**src/rtl/fdiv_pkg.sv**
```systemverilog
// fdiv_pkg: shared constants and encodings for the FP divider back end.
//   WIDTH/EXPW   : divider fraction width and signed biased exponent width
//   rm_e / cls_e : rounding-mode and operand-class encodings
//   QNAN/PINF/MAXF, FLAG_* : binary32 constants and flag bit positions
package fdiv_pkg;
    localparam int WIDTH   = 26;
    localparam int EXPW    = 10;
    localparam int BIAS    = 127;
    localparam int EXP_MAX = 255;

    localparam logic [31:0] QNAN = 32'h7FC00000;
    localparam logic [31:0] PINF = 32'h7F800000;
    localparam logic [31:0] MAXF = 32'h7F7FFFFF;

    // flags vector is {NV,DZ,OF,UF,NX}
    localparam int FLAG_NV = 4;
    localparam int FLAG_DZ = 3;
    localparam int FLAG_OF = 2;
    localparam int FLAG_UF = 1;
    localparam int FLAG_NX = 0;

    typedef enum logic [2:0] {
        RM_RNE = 3'd0,
        RM_RTZ = 3'd1,
        RM_RDN = 3'd2,
        RM_RUP = 3'd3,
        RM_RMM = 3'd4
    } rm_e;

    typedef enum logic [2:0] {
        CLS_NORMAL = 3'd0,
        CLS_ZERO   = 3'd1,
        CLS_INF    = 3'd2,
        CLS_QNAN   = 3'd3,
        CLS_DZ     = 3'd4
    } cls_e;
endpackage

```
**src/rtl/fdiv_round_pack_if.sv**
```systemverilog
// fdiv_round_pack_if: quotient/sideband input channel and binary32 result
// output channel of the divider round/pack stage.
//   slave  : the round/pack stage
//   master : the producer/consumer side (divider and result sink)
//
// Handshake: a word moves across a channel on a clock edge where valid and
// ready are both high. Once valid is raised the sender holds valid and the
// payload stable until that edge; ready may change freely and never depends
// combinationally on the same channel's valid.
interface fdiv_round_pack_if;
    import fdiv_pkg::*;

    logic             in_valid;
    logic             in_ready;
    logic [WIDTH-1:0] quot;
    logic             sticky;
    logic             sign;
    logic [EXPW-1:0]  exp_in;
    logic [2:0]       cls;
    logic [2:0]       rm;
    logic             out_valid;
    logic             out_ready;
    logic [31:0]      result;
    logic [4:0]       flags;

    modport slave (
        input  in_valid, quot, sticky, sign, exp_in, cls, rm, out_ready,
        output in_ready, out_valid, result, flags
    );

    modport master (
        output in_valid, quot, sticky, sign, exp_in, cls, rm, out_ready,
        input  in_ready, out_valid, result, flags
    );
endinterface

```
**src/rtl/fdiv_round_incr.sv**
```systemverilog
// fdiv_round_incr: combinational rounding decision.
//   rm   : rounding mode (values 5-7 behave as RNE)
//   sign : result sign
//   lsb  : least significant kept bit of the significand
//   g, s : guard bit and sticky bit below it
//   inc  : add one ulp to the significand
//   nx   : discarded bits were nonzero (inexact)
module fdiv_round_incr
    import fdiv_pkg::*;
(
    input  logic [2:0] rm,
    input  logic       sign,
    input  logic       lsb,
    input  logic       g,
    input  logic       s,
    output logic       inc,
    output logic       nx
);
    always_comb begin
        nx = g | s;
        case (rm)
            RM_RTZ:  inc = 1'b0;
            RM_RDN:  inc = sign & (g | s);
            RM_RUP:  inc = !sign & (g | s);
            RM_RMM:  inc = g;
            default: inc = g & (s | lsb);
        endcase
    end
endmodule

```
**src/rtl/fdiv_round_pack.sv**
```systemverilog
// fdiv_round_pack: normalize, round and pack the divider quotient into an
// IEEE-754 binary32 result with {NV,DZ,OF,UF,NX} flags.
//   clk, rst : clock, asynchronous active-high reset
//   bus      : input channel (quot, sticky, sign, exp_in, cls, rm) and
//              output channel (result, flags), valid/ready on both
// Two registered stages: stage 1 normalizes, stage 2 rounds and packs.
module fdiv_round_pack
    import fdiv_pkg::*;
(
    input  logic              clk,
    input  logic              rst,
    fdiv_round_pack_if.slave  bus
);
    localparam logic [EXPW:0] E_ONE = {{EXPW{1'b0}}, 1'b1};

    logic v1, v2, ld1, ld2;

    // Each stage loads when it is empty or its contents move on this edge.
    assign ld2          = !v2 || bus.out_ready;
    assign ld1          = !v1 || ld2;
    assign bus.in_ready = ld1;
    assign bus.out_valid = v2;

    // ---------------- stage 1: normalize ----------------
    logic [EXPW:0] exp_ext;
    logic [23:0]   n_sig;
    logic          n_g;
    logic [EXPW:0] n_e;

    assign exp_ext = {bus.exp_in[EXPW-1], bus.exp_in};

    // Quotient in [0.5,1): if the 2^-1 bit is clear, the value is one bit
    // short and the exponent drops by one; no guard bit is available then.
    always_comb begin
        if (bus.quot[WIDTH-2]) begin
            n_sig = bus.quot[WIDTH-2:1];
            n_g   = bus.quot[0];
            n_e   = exp_ext;
        end else begin
            n_sig = bus.quot[WIDTH-3:0];
            n_g   = 1'b0;
            n_e   = exp_ext - E_ONE;
        end
    end

    logic [23:0]   s1_sig;
    logic          s1_g, s1_s, s1_sign;
    logic [EXPW:0] s1_e;
    logic [2:0]    s1_cls, s1_rm;

    always_ff @(posedge clk or posedge rst) begin
        if (rst) begin
            v1      <= 1'b0;
            s1_sig  <= '0;
            s1_g    <= 1'b0;
            s1_s    <= 1'b0;
            s1_sign <= 1'b0;
            s1_e    <= '0;
            s1_cls  <= '0;
            s1_rm   <= '0;
        end else if (ld1) begin
            v1 <= bus.in_valid;
            if (bus.in_valid) begin
                s1_sig  <= n_sig;
                s1_g    <= n_g;
                s1_s    <= bus.sticky;
                s1_sign <= bus.sign;
                s1_e    <= n_e;
                s1_cls  <= bus.cls;
                s1_rm   <= bus.rm;
            end
        end
    end

    // ---------------- stage 2: round and pack ----------------
    logic          inc, nx;
    logic [24:0]   sum;
    logic [23:0]   r_sig;
    logic [EXPW:0] r_e;
    logic          ovf, unf, ovf_inf;
    logic [31:0]   r_res;
    logic [4:0]    r_flg;

    fdiv_round_incr u_incr (
        .rm   (s1_rm),
        .sign (s1_sign),
        .lsb  (s1_sig[0]),
        .g    (s1_g),
        .s    (s1_s),
        .inc  (inc),
        .nx   (nx)
    );

    always_comb begin
        sum = {1'b0, s1_sig} + {24'b0, inc};
        // A carry out can only produce 1.000..0, so shifting right loses nothing.
        if (sum[24]) begin
            r_sig = sum[24:1];
            r_e   = s1_e + E_ONE;
        end else begin
            r_sig = sum[23:0];
            r_e   = s1_e;
        end
        ovf = !r_e[EXPW] && (r_e[EXPW-1:0] >= EXPW'(EXP_MAX));
        unf = r_e[EXPW] || (r_e == '0);

        // Overflow saturates to max finite when the mode rounds toward zero
        // for this sign; otherwise it goes to infinity.
        case (s1_rm)
            RM_RTZ:  ovf_inf = 1'b0;
            RM_RDN:  ovf_inf = s1_sign;
            RM_RUP:  ovf_inf = !s1_sign;
            default: ovf_inf = 1'b1;
        endcase

        r_res = 32'b0;
        r_flg = 5'b0;
        case (s1_cls)
            CLS_NORMAL: begin
                if (ovf) begin
                    r_res = (ovf_inf ? PINF : MAXF) | {s1_sign, 31'b0};
                    r_flg[FLAG_OF] = 1'b1;
                    r_flg[FLAG_NX] = 1'b1;
                end else if (unf) begin
                    r_res = {s1_sign, 31'b0};
                    r_flg[FLAG_UF] = 1'b1;
                    r_flg[FLAG_NX] = 1'b1;
                end else begin
                    r_res = {s1_sign, r_e[7:0], r_sig[22:0]};
                    r_flg[FLAG_NX] = nx;
                end
            end
            CLS_ZERO: r_res = {s1_sign, 31'b0};
            CLS_INF:  r_res = PINF | {s1_sign, 31'b0};
            CLS_DZ: begin
                r_res = PINF | {s1_sign, 31'b0};
                r_flg[FLAG_DZ] = 1'b1;
            end
            default: begin
                r_res = QNAN;
                r_flg[FLAG_NV] = 1'b1;
            end
        endcase
    end

    logic [31:0] result_q;
    logic [4:0]  flags_q;

    always_ff @(posedge clk or posedge rst) begin
        if (rst) begin
            v2       <= 1'b0;
            result_q <= '0;
            flags_q  <= '0;
        end else if (ld2) begin
            v2 <= v1;
            if (v1) begin
                result_q <= r_res;
                flags_q  <= r_flg;
            end
        end
    end

    assign bus.result = result_q;
    assign bus.flags  = flags_q;

    // The quotient's 2^0 bit is never set for an in-range quotient, and the
    // hidden bit is implied by the packed format.
    logic unused_bits;
    assign unused_bits = ^{bus.quot[WIDTH-1], r_sig[23]};
endmodule

```
**src/flat_wrapper.sv**
```systemverilog
// flat-port wrapper written by rule: the top's interface ports become plain ports
module fdiv_round_pack_flat import fdiv_pkg::*;
  (clk, rst, bus_in_valid, bus_quot, bus_sticky, bus_sign, bus_exp_in, bus_cls, bus_rm, bus_out_ready, bus_in_ready, bus_out_valid, bus_result, bus_flags);
  fdiv_round_pack_if bus_i ();
  input  logic clk;
  input  logic rst;
  input wire logic [$bits(bus_i.in_valid)-1:0] bus_in_valid;
  input wire logic [$bits(bus_i.quot)-1:0] bus_quot;
  input wire logic [$bits(bus_i.sticky)-1:0] bus_sticky;
  input wire logic [$bits(bus_i.sign)-1:0] bus_sign;
  input wire logic [$bits(bus_i.exp_in)-1:0] bus_exp_in;
  input wire logic [$bits(bus_i.cls)-1:0] bus_cls;
  input wire logic [$bits(bus_i.rm)-1:0] bus_rm;
  input wire logic [$bits(bus_i.out_ready)-1:0] bus_out_ready;
  output wire logic [$bits(bus_i.in_ready)-1:0] bus_in_ready;
  output wire logic [$bits(bus_i.out_valid)-1:0] bus_out_valid;
  output wire logic [$bits(bus_i.result)-1:0] bus_result;
  output wire logic [$bits(bus_i.flags)-1:0] bus_flags;
  assign bus_i.in_valid = bus_in_valid;
  assign bus_i.quot = bus_quot;
  assign bus_i.sticky = bus_sticky;
  assign bus_i.sign = bus_sign;
  assign bus_i.exp_in = bus_exp_in;
  assign bus_i.cls = bus_cls;
  assign bus_i.rm = bus_rm;
  assign bus_i.out_ready = bus_out_ready;
  assign bus_in_ready = bus_i.in_ready;
  assign bus_out_valid = bus_i.out_valid;
  assign bus_result = bus_i.result;
  assign bus_flags = bus_i.flags;
  fdiv_round_pack u_core (.clk(clk), .rst(rst), .bus(bus_i));
endmodule
```
**config.mk**
```make
export PLATFORM = sky130hd
export DESIGN_NAME = fdiv_round_pack_flat
export DESIGN_NICKNAME = d
export VERILOG_FILES = /design/src/rtl/fdiv_pkg.sv /design/src/rtl/fdiv_round_pack_if.sv /design/src/rtl/fdiv_round_incr.sv /design/src/rtl/fdiv_round_pack.sv /design/src/flat_wrapper.sv
export SDC_FILE = /design/constraint.sdc
export NUM_CORES = 1
export LEC_CHECK = 0
export CAP_MARGIN = 0
export CORE_MARGIN = 2
export CORE_UTILIZATION = 49
export CTS_BUF_LIST = sky130_fd_sc_hd__clkbuf_4
export CTS_CLUSTER_DIAMETER = 200
export DETAILED_ROUTE_END_ITERATION = 12
export PLACE_DENSITY_LB_ADDON = 0.15
export SLEW_MARGIN = 20
export SYNTH_ARGS = -nofsm -noshare
export SYNTH_HDL_FRONTEND = slang
export SYNTH_HIERARCHICAL = 1
export SYNTH_SLANG_ARGS = --single-unit
```
**constraint.sdc**
```tcl
create_clock -name clk -period 3.4 [get_ports clk]
set_input_delay 0.68 -clock clk [delete_from_list [all_inputs] [get_ports clk]]
set_output_delay 0.68 -clock clk [all_outputs]
set_load 0.005 [all_outputs]
```
After elaboration in Yosys (flattened, before gate mapping):

Index checks and enable logic that the tools add are counted.

* bits of input ports: 48
* output and inout bits: 39
* bits in registers: 83

* $add $sub $neg: 3
* reduce and logical (&&, ||, !) cells: 14
* mux-type cells: 19
* bitwise logic cells: 6
* eq/ne operators: 7
* magnitude comparators: 1

Operators by type and width (number)
* 32-bit one-hot mux with 3 select lines: 1
* 24-bit 2-to-1 mux: 2
* 32-bit 2-to-1 mux: 1
* 31-bit by 32-bit bitwise OR with 32-bit output: 1
* 31-bit 2-to-1 mux: 1
* 24-bit by 1-bit adder with 25-bit output: 1
* 23-bit 2-to-1 mux: 1
* 11-bit 2-to-1 mux: 2
* 11-bit by 1-bit adder with 11-bit output, second input constant: 1
* 11-bit logical NOT: 1
* 10-bit by 2-bit subtractor with 11-bit output, second input constant: 1
* 10-bit by 8-bit greater-or-equal comparator with 1-bit output, second input constant: 1
* 3-bit by 2-bit equality test with 1-bit output, second input constant: 3
* 1-bit 2-to-1 mux: 8
* 3-bit by 1-bit equality test with 1-bit output, second input constant: 2
* 3-bit equality test, second input constant: 2
* 1-bit logical NOT: 4
* 1-bit one-hot mux with 4 select lines: 1
* 2-bit AND reduction: 2
* 4-bit OR reduction: 1
* 1-bit bitwise AND: 3
* 3-bit logical NOT: 1
* 1-bit logical OR: 3
* 3-bit 2-to-1 mux: 1
* 4 further kinds: 5

Logic depth before layout (Yosys ltp):

* depth in word-level cells: 10
* depth in mapped cells: 14
* gate-level depth less buffers: 12

Modules after synthesis:

The synthesis kept the hierarchy.

Modules (own cells, without submodules)
* fdiv_round_pack: cells an instance 525, sequential area each 2077.0 um^2, area each 4678.2 um^2, times used 1
* fdiv_round_incr: cells an instance 7, sequential area each 0.0 um^2, area each 48.8 um^2, times used 1

Least setup slack after synthesis:

OpenSTA, ideal clock, no wires.

* kind: register -> register
* start point: register u_core.s1_rm[0]
* end point: register u_core.result_q[22], in the netlist u_core/bus.result[22]
* library setup time: 0.124 ns
* cell stages (with the launch flop): 15
* data arrival time: 3.293 ns
* data required time: 3.276 ns
* setup slack: -0.017 ns
* clock period less this slack: 3.417 ns
* cells stage by stage: dfrtp_1 nor2_1 o221ai_1 nand3_1 ha_1 ha_1 nand3_1 or4_1 buf_2 o31a_1 or2_1 or3_4 o21ai_2 buf_4 o21ai_1

* longest elaborated chain between the ends: 9

Ends and longest elaborated chain
* start, declared: line fdiv_round_pack.sv:49 `logic [2:0] s1_cls, s1_rm;`
* start signal, assigned: line fdiv_round_pack.sv:70 `s1_rm <= bus.rm;`
* 3-bit equality test (tied with other cells): line fdiv_round_incr.sv:21 `case (rm)`
* 1-bit one-hot mux with 4 select lines (*): line fdiv_round_incr.sv:21
* net u_core.inc: line fdiv_round_pack.sv:76 `logic inc, nx;`
* 24-bit by 1-bit adder with 25-bit output (*): line fdiv_round_pack.sv:95 `sum = {1'b0, s1_sig} + {24'b0, inc};`
* parallel branches: the longest is 4 deep, another holds 10-bit by 8-bit greater-or-equal comparator with 1-bit output
* 32-bit 2-to-1 mux (*): line fdiv_round_pack.sv:120 `if (ovf) begin`
* 32-bit one-hot mux with 3 select lines (*): line fdiv_round_pack.sv:118 `case (s1_cls)`
* end signal, assigned: line fdiv_round_pack.sv:157 `result_q <= r_res;`
* end, declared: line fdiv_round_pack.sv:146 `logic [31:0] result_q;`

Mark *: on every way through the listed nets, which the timed path passes.
A chain may end at the register's enable or synchronous reset.

Worst setup path in the final report:

* start point: register u_core.s1_rm[0]
* end point: register u_core.result_q[20], in the netlist u_core/bus.result[20]

Same word-level chain as after synthesis.

==> reports/summary.txt <==
Status = finished with violations
Failing checks = negative setup slack
Largest net degree at the start of global routing = 84
Worst path top cell family by delay = simple AND/OR/NAND/NOR gates
Fin crit share = 102.1%
H-tree depth = 3
Area of the core = 9284 um^2
Rows = 35
CTS tree = yes
Hold buffers post-CTS = 0
Dpl cell area = 5904 um^2
Post-synthesis mux area share = 7.623%
Synth Area in Compound Gates = 15.46%
Tot Pwr = 2.621 mW
RD Place Congestion = 0.8435
Final core utilization = 67.63%
Max Clk Rate = 288.0 MHz
Crit path launch type = register
Slew @ Worst Pin = 630.2 ps
First-pass GRT wire length = 19,390 um
First DRT Iteration DRCs = 275
Buffers on Ports = 85
Crit-path slowest cell = or4_4
Crit-path cells = xor2_1 > nand4b_1 > nand3_1 > ha_2 > ha_4 > nand3_2 > or4_4 > buf_6 > o31a_1 > or2_1 > buf_4 > nor4_1 > a21oi_1 > o21ai_1
Synthesized Nets = 584
Post-DP HPWL = 8641 um
Area share of fa/ha/maj cells after synthesis = 1.059%
GR Overflow Total = 0
Clk Latency, worst-skew pair = 440 ps
Vias = 4,256
Initial antenna violation count = 0
Total CTS buffers = 9
Sink Count = 83
Reg area = 2077 um^2
Crit path buf inv count = 2
Crit path required time = 3760 ps
Post-Synth XOR/XNOR Area = 7.411%
Die W = 102.2 um
Leakage = 2.545 nW
Area delta synth->final = 32.82%
Most frequent cells in the layout = clkdlybuf4s50_1 (85), nand2_1 (83), dfrtp_1 (83)
Area occupied by multi-input gates = 2653 um^2
Number of fill cells = 791
RSZ-0062 raised after global routing = true
Flops & latches, synth = 83
Mean Syn Cell Area = 8.885 um^2
Pre-Repair DR Iteration Count = 6
Final #Nets = 691
Max Slew Vio Count = 0
Pre-CTS WS = -241.5 ps
Initial cell density of the core = 50.92%
Dominant cell type by area after synthesis = dfrtp_1
Vias in the first global route = 4,001
Crit-path max FO = 12
Post-synth EDFFs = 0
CP peak stage delay = 510 ps
Post-synthesis async set-or-reset flop share = 100.0%
Finish-stage setup viols = 13
Ports = 87
Wire length per cell = 15.56 um
Type of the worst setup path = register to register
Clock-pin transition on the worst setup and hold timing paths = 130 ps
Post-synthesis instance area = 4727 um^2
Main combinational cell family by area after synthesis = simple AND/OR/NAND/NOR gates
Max-slew headroom = 57.83%
PnR worst setup slack = -71.87 ps
Share of layout cells above drive strength 1 = 15.37%
DRT Wirelength = 12,030 um
Yosys warnings = 6
Root Driver = clkbuf_4
Residual DRC = 0
Most common cell after layout, fill and taps aside = clkdlybuf4s50_1
Max Buffers Root-to-Sink = 2
Chip height = 102.2 um
Top_reg_cell synth = dfrtp_1
Vias/cell = 5.506
Crit. End Element = register
Worst EP arrival = 3830 ps
Final hold vios = 0
GR Util All Layers = 23.70%
Simple-gate portion of the synthesized area = 21.18%
Sequential element share of the synthesized area = 43.94%
Post-route cell area = 6279 um^2
Clock skew = 22.15 ps
Inserted Diodes = 0
Yosys cell types = 53
DIE AREA = 10,450 um^2
Max_cap viols = 0
Period minus WS final = 3472 ps
Total power per unit cell area = 417.5 nW/um^2
Final ANT Viol Nets = 0
Gate Count Post-Synth = 532
Area share of the largest cell type after synthesis = 43.94%
Worst VDD drop = 214.5 uV
Ranking of synthesized cells by area = dfrtp_1 (44%), nand2_1 (6.7%), mux2i_1 (5.7%)
Hold Path Class = register to register
-- routing by layer --
metal	vias up	share of wire, %	track usage (%)
li1	2107	-	-
met1	1979	46	33.67
met2	148	47	38.01
met3	22	5.9	3.146
met4	0	1.3	7.385
met5	-	0	0
-- final timing paths --
check                               startpoint  slack (ps)  cells after the start               endpoint
hold reg to reg            u_core/bus.flags[3]         490                      2    u_core/bus.flags[3]
setup / recovery               u_core/s1_rm[0]         -70                     14  u_core/bus.result[20]
max in group asynchronous                  rst        2400                      3         u_core/s1_e[3]
setup reg to reg               u_core/s1_rm[0]         -70                     14  u_core/bus.result[20]
min in group asynchronous                  rst         620                      3   u_core/bus.result[4]
hold / removal             u_core/bus.flags[3]         490                      2    u_core/bus.flags[3]
-- cell type report --
cell class	instances	share of cell area (%)
timing repair buffer	127	19.41
tap	129	2.571
clock inverter	7	1.196
multi-input combinational	411	42.25
clock buffer	9	1.076
sequential	83	33.08
inverter	7	0.4185
-- per-stage QoR --
step | setup TNS (ps) | hold slack, ps | cells
after floorplan | -0.9923 | 462.8 | 532
after global placement | -3150 | 456.8 | 747
after detailed placement | -4743 | 467.5 | 747
after CTS | 0 | 497.3 | 766
after global routing | -1247 | 519.6 | 773
final | -210.7 | 492.0 | 773
-- what timing repair did --
action                                 in CTS  in global routing
pin swaps                                   7                 10
gates resized for setup                    14                 18
setup endpoints to repair                  30                 30
buffers inserted                            2                  7
endpoints found under the hold margin       0                  0
gates cloned                                1                  0
-- registers in the layout (all words and copies together) (netlist names) --
| register | count |
|---|---|
| u_core/bus.result | 32 |
| u_core/s1_sig | 24 |
| u_core/s1_e | 11 |
| u_core/bus.flags | 5 |
| u_core/s1_cls | 3 |
| u_core/s1_rm | 3 |
| u_core/bus.out_valid | 1 |
| u_core/s1_g | 1 |
| u_core/s1_s | 1 |
| u_core/s1_sign | 1 |
| u_core/v1 | 1 |
-- worst register-to-register path, stage by stage (launching register included) --
cell	delay, ps
dfrtp_1	430
xor2_1	200
nand4b_1	130
nand3_1	120
ha_2	220
ha_4	140
nand3_2	80
or4_4	510
buf_6	150
o31a_1	250
or2_1	260
buf_4	190
nor4_1	430
a21oi_1	160
o21ai_1	150
-- cell usage after synthesis (2+ instances only) --
cell type,instances
nor3_1,14
a31oi_1,5
nand4b_1,2
o221ai_1,2
o31a_1,2
nand3b_1,2
mux2i_1,27
o2bb2ai_1,3
or2_2,6
dfrtp_1,83
buf_2,6
buf_1,2
and3_1,6
o21ai_0,45
ha_1,4
nand3_1,9
o22ai_1,2
xor2_1,21
nand2b_1,6
and2_1,2
inv_1,7
and4_1,5
or4_1,2
xnor2_1,19
nand2_1,85
or3_1,4
nor2_1,35
nor4_1,7
mux2_2,8
clkbuf_1,23
nand4_1,11
a21oi_1,35
o21ai_1,21
a22o_1,2
-- logic make-up (layout without fill, tap and decap cells) --
logic type,after synthesis,in the layout
compound gates,127,128
xor+xnor,40,40
fa+ha+maj,4,4
buf+inv,39,150
flops,83,83
mux,35,35
simple gates,204,204
-- power by group --
part / switching [mW] / internal [mW]
clock network: 0.365 / 0.231
registers: 0.154 / 1.12
logic: 0.364 / 0.388
Note: power is estimated with default switching activity, not from simulation.
